File: config.mk
export PLATFORM = sky130hd
export DESIGN_NAME = machine_timer
export DESIGN_NICKNAME = d
export VERILOG_FILES = /design/src/rtl/timer_pkg.sv /design/src/rtl/timer_prescaler.sv /design/src/rtl/machine_timer.sv
export SDC_FILE = /design/constraint.sdc
export NUM_CORES = 1
export LEC_CHECK = 0
export ABC_AREA = 1
export ABC_CLOCK_PERIOD_IN_PS = 6200
export CAP_MARGIN = 20
export CORE_MARGIN = 5
export CORE_UTILIZATION = 50
export CTS_CLUSTER_SIZE = 24
export DETAILED_ROUTE_END_ITERATION = 7
export GPL_ROUTABILITY_DRIVEN = 0
export GPL_TIMING_DRIVEN = 1
export PLACE_DENSITY = 0.69
export SKIP_CTS_REPAIR_TIMING = 1
export SYNTH_ARGS = -nofsm -noshare
export SYNTH_HDL_FRONTEND = slang
export SYNTH_SLANG_ARGS = --single-unit
File: constraint.sdc
create_clock -name clk -period 6.2 [get_ports clk]
set_input_delay 0.93 -clock clk [delete_from_list [all_inputs] [get_ports clk]]
set_output_delay 0.93 -clock clk [all_outputs]
set_load 0.03 [all_outputs]
File: src/rtl/timer_pkg.sv
// timer_pkg: register map, CTRL bit positions and shared types for machine_timer
package timer_pkg;
  localparam logic [2:0] MTIME_LO  = 3'd0;
  localparam logic [2:0] MTIME_HI  = 3'd1;
  localparam logic [2:0] CMP_LO    = 3'd2;
  localparam logic [2:0] CMP_HI    = 3'd3;
  localparam logic [2:0] CTRL      = 3'd4;
  localparam logic [2:0] PRESCALE  = 3'd5;
  localparam logic [2:0] PERIOD_LO = 3'd6;
  localparam logic [2:0] PERIOD_HI = 3'd7;
  localparam int CTRL_EN     = 0;
  localparam int CTRL_IE     = 1;
  localparam int CTRL_RELOAD = 2;
  localparam int CTRL_PEND   = 3;
  localparam logic [63:0] CMP_RESET = '1;
  typedef struct packed {
    logic reload;
    logic ie;
    logic enable;
  } ctrl_t;
endpackage

File: src/rtl/timer_prescaler.sv
// timer_prescaler: divides the core clock into mtime ticks (tick every prescale+1 enabled cycles)
module timer_prescaler #(
  parameter int PRESCALE_WIDTH = 16
) (
  input  logic                      clk,
  input  logic                      resetN,
  input  logic                      enable,
  input  logic                      clear,
  input  logic [PRESCALE_WIDTH-1:0] prescale,
  output logic                      tick
);
  logic [PRESCALE_WIDTH-1:0] r_count;
  assign tick = enable && (r_count == prescale);
  // tick counter: wraps on tick, holds while disabled, restarts when prescale is rewritten
  always_ff @(posedge clk or negedge resetN)
    if (!resetN) r_count <= '0;
    else if (clear) r_count <= '0;
    else if (enable) r_count <= tick ? '0 : r_count + PRESCALE_WIDTH'(1);
endmodule

File: src/rtl/machine_timer.sv
// machine_timer: 64-bit mtime/mtimecmp timer with one-shot interrupt handshake; TIMER_AUTORELOAD_EN adds periodic reload
module machine_timer #(
  parameter int PRESCALE_WIDTH = 16,
  parameter bit RESET_ENABLE   = 1'b0
) (
  input  logic        clk,
  input  logic        resetN,
  input  logic        chipSelect,
  input  logic        memoryWriteEnable,
  input  logic [2:0]  address,
  input  logic [31:0] writeData,
  output logic [31:0] readData,
  input  logic        isReturn,
  output logic        timerInterrupt,
  output logic        interruptPending
);
  import timer_pkg::*;
  logic [63:0] r_mtime, r_cmp, w_period;
  logic [31:0] r_shadow_hi;
  logic [PRESCALE_WIDTH-1:0] r_prescale;
  ctrl_t r_ctrl;
  logic r_pending, r_in_service, r_match_q;
  logic w_wr, w_tick, w_match, w_clr, w_set, w_reload_en;
  assign w_wr = chipSelect && memoryWriteEnable;
  assign w_match = r_ctrl.enable && (r_mtime >= r_cmp);
  assign w_clr = w_wr && (address == CMP_LO || address == CMP_HI || (address == CTRL && writeData[CTRL_PEND]));
  assign w_set = w_match && !r_match_q && !w_clr;
  assign timerInterrupt = r_pending && r_ctrl.ie && !r_in_service;
  assign interruptPending = r_pending;
  timer_prescaler #(.PRESCALE_WIDTH(PRESCALE_WIDTH)) u_prescaler (
    .clk(clk),
    .resetN(resetN),
    .enable(r_ctrl.enable),
    .clear(w_wr && address == PRESCALE),
    .prescale(r_prescale),
    .tick(w_tick)
  );
`ifdef TIMER_AUTORELOAD_EN
  logic [63:0] r_period;
  assign w_period = r_period;
  assign w_reload_en = 1'b1;
  // reload period, written per 32-bit half
  always_ff @(posedge clk or negedge resetN)
    if (!resetN) r_period <= '0;
    else if (w_wr && address == PERIOD_LO) r_period <= {r_period[63:32], writeData};
    else if (w_wr && address == PERIOD_HI) r_period <= {writeData, r_period[31:0]};
`else
  assign w_period = '0;
  assign w_reload_en = 1'b0;
`endif
  // timer state: bus writes beat ticks/reloads; a pending clear beats a match edge
  always_ff @(posedge clk or negedge resetN)
    if (!resetN) begin
      r_mtime <= '0;
      r_cmp <= CMP_RESET;
      r_ctrl <= '{reload: 1'b0, ie: 1'b0, enable: RESET_ENABLE};
      r_prescale <= '0;
      r_shadow_hi <= '0;
      r_pending <= 1'b0;
      r_in_service <= 1'b0;
      r_match_q <= 1'b0;
    end else begin
      r_mtime <= (w_wr && address == MTIME_LO) ? {r_mtime[63:32], writeData} :
                 (w_wr && address == MTIME_HI) ? {writeData, r_mtime[31:0]} :
                 r_mtime + 64'(w_tick);
      r_cmp <= (w_wr && address == CMP_LO) ? {r_cmp[63:32], writeData} :
               (w_wr && address == CMP_HI) ? {writeData, r_cmp[31:0]} :
               (r_ctrl.reload && w_set) ? r_cmp + w_period : r_cmp;
      if (w_wr && address == CTRL)
        r_ctrl <= '{reload: writeData[CTRL_RELOAD] && w_reload_en, ie: writeData[CTRL_IE], enable: writeData[CTRL_EN]};
      if (w_wr && address == PRESCALE) r_prescale <= writeData[PRESCALE_WIDTH-1:0];
      if (chipSelect && !memoryWriteEnable && address == MTIME_LO) r_shadow_hi <= r_mtime[63:32];
      r_match_q <= w_match;
      r_pending <= !w_clr && (w_set || r_pending);
      r_in_service <= !isReturn && (timerInterrupt || r_in_service);
    end
  // read mux; MTIME_HI returns the high word captured by the last MTIME_LO read
  always_comb begin
    readData = '0;
    if (chipSelect)
      case (address)
        MTIME_LO:  readData = r_mtime[31:0];
        MTIME_HI:  readData = r_shadow_hi;
        CMP_LO:    readData = r_cmp[31:0];
        CMP_HI:    readData = r_cmp[63:32];
        CTRL:      readData = {28'b0, r_pending, r_ctrl};
        PRESCALE:  readData = 32'(r_prescale);
        PERIOD_LO: readData = w_period[31:0];
        PERIOD_HI: readData = w_period[63:32];
        default:   readData = '0;
      endcase
  end
endmodule

==> reports/results.ini <==
[outcome]
status=complete, but fails checks
violations=DRC

[die]
ioPinCount=74
die_y_um=172
placementRows=59
coreArea_mm2=0.0260
die_area_mm2=0.0296
die_x_um=172
initial_utilization=0.506

[routing]
dr.pass1.iters=8
first_iter_violations=1392
wl_per_cell_um=19.5
wl_mm=42.3
drc_errors=1
vias_per_cell=5.89
antenna_left=0
via_count=12801

[place]
port_buffers=73
dp_hpwl_mm=31.2
placed_cell_area_mm2=0.0141

[timing]
finalSetupViolations=0
post-route-period-util=0.814
hold_ws_ps=454
worst_slew_pin_slew_ps=937
period_needed_ps=5050
finClkSkew_ps=17.7
max_clock_freq_mhz=198
max-slew-margin-rel=0.375
finalHoldViolCount=0
setup_tns_ps=0
rsz0062_at_grt=false
drv_slew=0

[power]
p_leak_nw=6.64
p_seq_frac=0.431
power.total_mw=4.69
power_frac_clock=0.241
p_comb_frac=0.328
ir_drop_mv=0.178
internal-power_mw=2.80
switching_power_mw=1.89
swShare=0.403
powerDensity_mw_per_mm2=317

[yosys]
syn_area_mm2=0.0132
synth_warnings=0
postSynthCellCount=1787
synth_most_common_cell=nand2_1
synth_area_leader_cell=dfrtp_1
synth_area_leaders=dfrtp_1, dfstp_2, nand2_1, inv_1, o21ai_0
synth-seq-cells=197
synth_common_cells=nand2_1, inv_1, o21ai_0
synthDistinctLibCells=50
yosysSeqAreaShare=0.381
synthFlopType=dfrtp_1
synth_enable_flop_cells=0
async_reset_ff_frac=1.00
synth_nets=1894
synth.avg_cell_area_um2=7.36
synth_top_area_share=0.253

[global_route]
antenna_found_initial=0
grt_pass1_wl_mm=66.6
grt_overflow=0
grt_pass1_vias=12376
grt_use_total=0.287
grt_max_degree=127

[worst_setup_path]
crit_buf_inv=3
worst_path_max_delay_cell=clkinv_1
cp_cell_sequence=clkdlybuf4s50_1, clkinv_1, a221oi_1, clkdlybuf4s50_1
arrival_ps=4120
critPathRequiredTime_ps=5270
r2r_setup_slack_ps=1960
r2r-start=u_prescaler.r_count[13]$_DFFE_PN0P_
r2r_cells=18
worstSetupStartpointType=primary input
crit_family=buffers and inverters
cp_max_fo=19
critical_path.endpoint_type=primary output
slowest_delay_ps=890
crit_end=readData[5]
cpMostUsedCell=clkdlybuf4s50_1
crit_path_start=chipSelect
reg2reg_to=r_mtime[42]$_DFFE_PN0N_
path_depth=4
path_class=in2out

[run]
maxCapViolCount=0

[final_layout]
diodes=0
nNetsFinal=1933
final_core_util=0.569
drive_gt1_frac=0.0919
syn2layout_area_growth_pct=12.5
finish.instance_area_mm2=0.0148

[clock_network]
cts_sinks=197
clk_path_buf_depth=2
clk_latency_ps=460
cts_made_buffers=17
cts_tree=yes
path_clk_slew_ps=80
cts_max_level=4
cts_root_buf=clkbuf_16

[worst_hold_path]
hold_class=in2async

## kinds of logic after synthesis
| logic type | Yosys count | synth area share |
|---|---|---|
| AO/OA/AOI/OAI | 395 | 0.174 |
| XOR/XNOR | 43 | 0.0286 |
| adder cells (fa/ha/maj) | 67 | 0.0637 |
| buffers and inverters | 338 | 0.0994 |
| flip-flops | 197 | 0.381 |
| multiplexers | 1 | 0.000856 |
| AND/OR/NAND/NOR | 746 | 0.252 |
## flip-flops by register name, summed over array words and instances (netlist names)
name and flops:
interruptPending 1, r_match_q 1, r_prescale 16, r_mtime 64, r_ctrl 2, r_in_service 1, u_prescaler.r_count 16, r_cmp 64
r_shadow_hi 32
## through the flow
step / std cells / setup WS (ps)
6_report: 2174 / 1150
4_1_cts: 2170 / 1180
3_3_place_gp: 2138 / 1240
2_1_floorplan: 1787 / 2760
5_1_grt: 2174 / 1110
3_5_place_dp: 2138 / 1180
## metal layers
| metal | vias to the layer above | routed length, µm | track usage | part of all wire |
|---|---|---|---|---|
| li1 | 6062 | - | - | - |
| met1 | 5997 | 17300 | 0.374 | 0.41 |
| met2 | 592 | 19800 | 0.470 | 0.47 |
| met3 | 150 | 2960 | 0.0439 | 0.070 |
| met4 | 0 | 2190 | 0.140 | 0.052 |
| met5 | - | 0 | 0 | 0 |
## power by group through the flow
stage               combinational (mW)  sequential [mW]  clock (mW)
floorplan                         1.10             1.90           0
global placement                  1.46             2.02           0
detailed placement                1.52             2.03           0
CTS                               1.53             2.01        1.14
global route                      1.77             2.06        1.19
finish                            1.54             2.02        1.13
## cells in the final DEF (no fill, tap or decap), types with 56 or more instances in the layout
master	instances
nand3_1	77
inv_1	260
a21oi_1	82
dfstp_2	64
nor3_1	56
nand2_1	361
nor2_1	150
o21ai_0	186
ha_1	67
dfrtp_1	133
clkdlybuf4s50_1	72
## area by class of cell
cell class              instances  area, µm²
fillers                      2494      11200
inverters                     271       1020
flip-flops and latches        197       5010
clock buffers                  20        467
multi-input cells            1252       6850
clock inverters                12        113
repair buffers                 87        917
well taps                     335        419
## worst min path at each step
stage                            endpoint  cells after the start                       start  slack [ps]
2_1_floorplan   r_prescale[6]$_DFFE_PN0P_                      2   r_prescale[6]$_DFFE_PN0P_         450
3_3_place_gp    r_prescale[9]$_DFFE_PN0P_                      2   r_prescale[9]$_DFFE_PN0P_         470
3_5_place_dp   r_shadow_hi[8]$_DFFE_PN0P_                      2  r_shadow_hi[8]$_DFFE_PN0P_         470
4_1_cts             r_cmp[62]$_DFFE_PN1P_                      2       r_cmp[62]$_DFFE_PN1P_         490
5_1_grt        r_prescale[15]$_DFFE_PN0P_                      1                      resetN         510
6_report       r_prescale[15]$_DFFE_PN0P_                      1                      resetN         450
No activity file was read; power rests on OpenSTA's default activity.
==> patch 1: new RTL, config.mk and constraints unchanged <==
`PERIOD_LO`: 3'd6 -> 3'd3.
--- a/src/rtl/timer_pkg.sv
+++ b/src/rtl/timer_pkg.sv
@@ -7,5 +7,5 @@
   localparam logic [2:0] CTRL      = 3'd4;
   localparam logic [2:0] PRESCALE  = 3'd5;
-  localparam logic [2:0] PERIOD_LO = 3'd6;
+  localparam logic [2:0] PERIOD_LO = 3'd3;
   localparam logic [2:0] PERIOD_HI = 3'd7;
   localparam int CTRL_EN     = 0;
Function: same outputs for any inputs over 4 cycles, from zero or initial values and one cycle with resetN low; that may be too few to reach the edited logic, so the function may still have changed.
==> patch 1 against the original RTL <==
- power is 0.80% lower
- wire length decreased by 2.7%
- sequential cell count unchanged
- final area down 1.4%
- first-iteration DRC count is 7.6% lower
- register-to-register slack better by 0.79 ns
- area after synthesis is 1.2% lower
- worst setup slack gained 0.024 ns
- utilization fell by 0.48 points
- critical endpoint is now readData[9]
- largest power group unchanged
==> patch 1: results (changes against the original RTL) <==
layout:
  drive_gt1_share_pct: 8.830  # was 9.190%
  nets: 1906  # was 1933
  fill_cells: 2476  # was 2494
logic_synthesis:
  synth_cells: 1761  # was 1787
  synth_seq_area_share_pct: 38.55  # was 38.09%
  ys_warn_count: 0  # unchanged
  synth.area.top_cells: "dfrtp_1, dfstp_2, nand2_1"  # unchanged
  yosys.cell_types.count: 52  # was 50
  synthMuxAreaShare_pct: 0.08666  # was 0.08562%
  synthTopCellsByCount: "nand2_1, inv_1, nor2_1"  # was nand2_1, inv_1, o21ai_0
  synthAdderAreaFrac_pct: 6.451  # was 6.374%
  synth_compound_area_share_pct: 16.57  # was 17.44%
clocking:
  clockRootBuffer: "clkbuf_16"  # unchanged
route:
  wl_met3_mm: 2.775  # was 2.960 mm
  wl_met1_mm: 17.18  # was 17.35 mm
  drt-pass1-iter-count: 6  # was 8
  avgViaCountPerCell: 5.850  # was 5.888
  wirelength_mm: 41.16  # was 42.31 mm
  initialDrtViolationCount: 1286  # was 1392
  met2_length_mm: 19.41  # was 19.81 mm
pwr:
  irDropWorstVdd_v: 0.0001690  # was 0.0001780 V
  swShare_pct: 39.62  # was 40.32%
  leakagePower_nw: 6.480  # was 6.642 nW
grt:
  met1_usage_pct: 37.45  # was 37.35%
  met3_usage_pct: 4.114  # was 4.390%
  grt_pass1_wl_mm: 65.27  # was 66.65 mm
  grt_max_degree: 98  # was 127
  grt_pass1_vias: 12092  # was 12376
  grtUsageMet2_pct: 46.58  # was 47.00%
place:
  pre_cts_ws_ns: 1.238  # was 1.177 ns
  port-buffer-count: 73  # unchanged
  place_area_mm2: 0.01399  # was 0.01412 mm2
setup_path:
  r2r_cells: 17  # was 18
  max_stage_delay_ns: 0.81  # was 0.89 ns
  cp.arrival_ns: 4.09  # was 4.12 ns
  crit_slowest_cell: "inv_1"  # was clkinv_1
  crit_fanout: 20  # was 19
timing:
  finClkSkew_ns: 0.01404  # was 0.01770 ns
  relSlewSlack_pct: 26.93  # was 37.52%
worst_hold_path:
  min_path_type: "flip-flop to flip-flop"  # was primary input to asynchronous set/reset pin
run_status:
  status: "finished clean"  # was complete, but fails checks
patch 1: metrics by stage:
stage          hold WS, ns  total power, W
2_1_floorplan       0.4530        0.002960
3_3_place_gp        0.4741        0.003431
3_5_place_dp        0.4774        0.003486
4_1_cts             0.4941        0.004648
5_1_grt             0.5101        0.004976
6_report            0.4925        0.004657
patch 1: final timing paths:
check	slack [ns]	to	start
max in group asynchronous	4.25	r_mtime[61]	resetN
max	1.18	readData[9]	address[2]
min in group asynchronous	0.57	u_prescaler.r_count[14]	resetN
min	0.49	r_cmp[22]	r_cmp[22]
min reg2reg	0.49	r_cmp[22]	r_cmp[22]
max reg2reg	2.75	r_mtime[53]	u_prescaler.r_count[12]
patch 1: area by class of cell:
class,instances,area [um2],share of cell area (%)
multi-input combinational,1246,6769,46.40
clock inverter,13,135.1,0.9262
tap,335,419.2,2.873
timing repair buffer,87,864.6,5.926
inverter,250,938.4,6.432
sequential,197,5010,34.34
clock buffer,19,452.9,3.105
==> patch 2: new RTL, same flow settings <==
Made on the original files. Register the output `readData`, cleared by the reset; this adds one clock of latency there. The other outputs are not delayed to match.
--- a/src/rtl/machine_timer.sv
+++ b/src/rtl/machine_timer.sv
@@ -16,4 +16,6 @@
 );
   import timer_pkg::*;
+
+  logic [31:0] readData_d;
   logic [63:0] r_mtime, r_cmp, w_period;
   logic [31:0] r_shadow_hi;
@@ -77,18 +79,26 @@
   // read mux; MTIME_HI returns the high word captured by the last MTIME_LO read
   always_comb begin
-    readData = '0;
+    readData_d = '0;
     if (chipSelect)
       case (address)
-        MTIME_LO:  readData = r_mtime[31:0];
-        MTIME_HI:  readData = r_shadow_hi;
-        CMP_LO:    readData = r_cmp[31:0];
-        CMP_HI:    readData = r_cmp[63:32];
-        CTRL:      readData = {28'b0, r_pending, r_ctrl};
-        PRESCALE:  readData = 32'(r_prescale);
-        PERIOD_LO: readData = w_period[31:0];
-        PERIOD_HI: readData = w_period[63:32];
-        default:   readData = '0;
+        MTIME_LO:  readData_d = r_mtime[31:0];
+        MTIME_HI:  readData_d = r_shadow_hi;
+        CMP_LO:    readData_d = r_cmp[31:0];
+        CMP_HI:    readData_d = r_cmp[63:32];
+        CTRL:      readData_d = {28'b0, r_pending, r_ctrl};
+        PRESCALE:  readData_d = 32'(r_prescale);
+        PERIOD_LO: readData_d = w_period[31:0];
+        PERIOD_HI: readData_d = w_period[63:32];
+        default:   readData_d = '0;
       endcase
   end
+  always_ff @(posedge clk or negedge resetN) begin
+    if (!resetN) begin
+      readData <= '0;
+    end else begin
+      readData <= readData_d;
+    end
+  end
+
 endmodule
 
Formal check against the unedited RTL: not equivalent (Yosys sat finds a counterexample within 4 cycles, from zero or initial values and one cycle with resetN low).
==> patch 2 against the original RTL <==
- sequential cell count up 32
- worst setup slack better by 1.3 ns
- final area grew 6.2%
- wire length grew 3.3%
- first-iteration DRC count is 5.1% higher
- register-to-register slack gained 0.47 ns
- power is 18% higher
- area after synthesis increased by 4.4%
==> patch 2: results (changes against the original RTL) <==
run_status:
  status: "finished clean"  # was complete, but fails checks
clocking:
  cts_htree_levels: 1  # was 4
  clkTransAtPathRegs_ns: 0.06  # was 0.08 ns
  cts_inserted_buffers: 27  # was 17
  clk-insertion-delay-late_ns: 0.55  # was 0.46 ns
  cts_buffer_depth: 3  # was 2
setup_path:
  crit_family: "simple AND/OR/NAND/NOR gates"  # was buffers and inverters
  path_class: "flip-flop to flip-flop"  # was primary input to output pin
  crit_slowest_cell: "dfrtp_1"  # was clkinv_1
route:
  wirelength_mm: 43.70  # was 42.31 mm
  vias: 13064  # was 12801
  initialDrtViolationCount: 1463  # was 1392
  drt-pass1-iter-count: 7  # was 8
logic_synthesis:
  syn-num-nets: 1895  # was 1894
  synthTopCellsByCount: "nand2_1, inv_1, o21ai_0"  # unchanged
  synth_seq_area_share_pct: 42.33  # was 38.09%
  yosys.cell_types.count: 45  # was 50
  synth.area.top_cells: "dfrtp_1, dfstp_2, nand2_1"  # unchanged
pwr:
  swShare_pct: 35.70  # was 40.32%
  irDropWorstVdd_v: 0.0002599  # was 0.0001780 V
grt:
  grt_pass1_vias: 12475  # was 12376
  grt_max_degree: 119  # was 127
  grtUsageTotal_pct: 27.76  # was 28.72%
place:
  dp_hpwl_mm: 31.84  # was 31.16 mm
  pre_cts_ws_ns: 2.008  # was 1.177 ns
timing:
  tightestPinTransition_ns: 1.077  # was 0.9372 ns
layout:
  top_regs: "r_cmp (64), r_mtime (64)"  # was r_cmp (64), r_mtime (64), r_shadow_hi (32)
-- patch 2: cell types whose count changed after synthesis, moves of 5 or more --
cell / change
nand2_1: +5
xor2_1: -6
o211ai_1: +6
o21ai_0: -8
dfrtp_1: +32
nand2_2: -5
nand3_1: +21
nor2_1: -23
inv_1: -5
nor3_2: -5
o22ai_1: -10
buf_2: -10
clkbuf_1: +11
-- patch 2: final timing paths --
kind,endpoint,slack [ns],cells after the start
worst min-delay path,u_prescaler.r_count[0],0.45,1
min in group clk,r_shadow_hi[8],0.49,2
worst min register to register,r_shadow_hi[8],0.49,2
worst max register to register,r_mtime[40],2.43,19
max in group asynchronous,r_mtime[23],4.39,2
worst max-delay path,r_mtime[40],2.43,19
-- patch 2: power by group through the flow --
| stage | Combinational, W | Sequential, W | Clock, W |
|---|---|---|---|
| floorplan | 0.00100 | 0.00218 | 0 |
| global placement | 0.00140 | 0.00227 | 0 |
| detailed placement | 0.00146 | 0.00227 | 0 |
| CTS | 0.00147 | 0.00226 | 0.00179 |
| global route | 0.00169 | 0.00231 | 0.00186 |
| finish | 0.00148 | 0.00227 | 0.00177 |
-- patch 2: routing by layer --
metal | track usage, % | wire, um | up-vias
li1 | - | - | 6077
met1 | 37.45 | 18330 | 6209
met2 | 44.75 | 19870 | 638
met3 | 5.230 | 3649 | 140
met4 | 10.36 | 1850 | 0
met5 | 0 | 0 | -
-- patch 2: worst register-to-register path, delay by kind of cell (launching register included) --
kind,cells,cell delay [ns]
DFF,1,0.46
and+or+nand+nor,13,2.09
buffers and inverters,1,0.13
adders and majority gates,2,0.47
AOI/OAI and AO/OA,3,0.50
-- patch 2: logic make-up after synthesis --
group                    after synthesis  share of synthesized area (%)
AND/OR/NAND/NOR                      725                          23.02
AO/OA/AOI/OAI                        392                          16.72
buffers and inverters                336                          9.334
flip-flops                           229                          42.33
adder cells (fa/ha/maj)               67                          6.107
XOR/XNOR                              39                          2.488
-- patch 2: area by class of cell --
class	instances	area (um2)
fillers	2477	11300
multi-input cells	1223	6659
flip-flops and latches	229	5811
inverters	269	1010
repair buffers	84	830.8
clock buffers	36	759.5
well taps	341	426.7
clock inverters	14	226.5
-- patch 2: per-stage QoR --
step / util [%] / instances / hold WS [ns] / total power [W] / area, um2
after global placement: 54.45 / 2145 / 0.4661 / 0.003672 / 14720
final: 58.18 / 2196 / 0.4520 / 0.005526 / 15720
after detailed placement: 54.53 / 2146 / 0.4739 / 0.003736 / 14740
after global routing: 58.18 / 2196 / 0.5075 / 0.005855 / 15720
after CTS: 58.18 / 2196 / 0.4918 / 0.005513 / 15720
after floorplan: - / 1788 / 0.4533 / 0.003186 / 13730
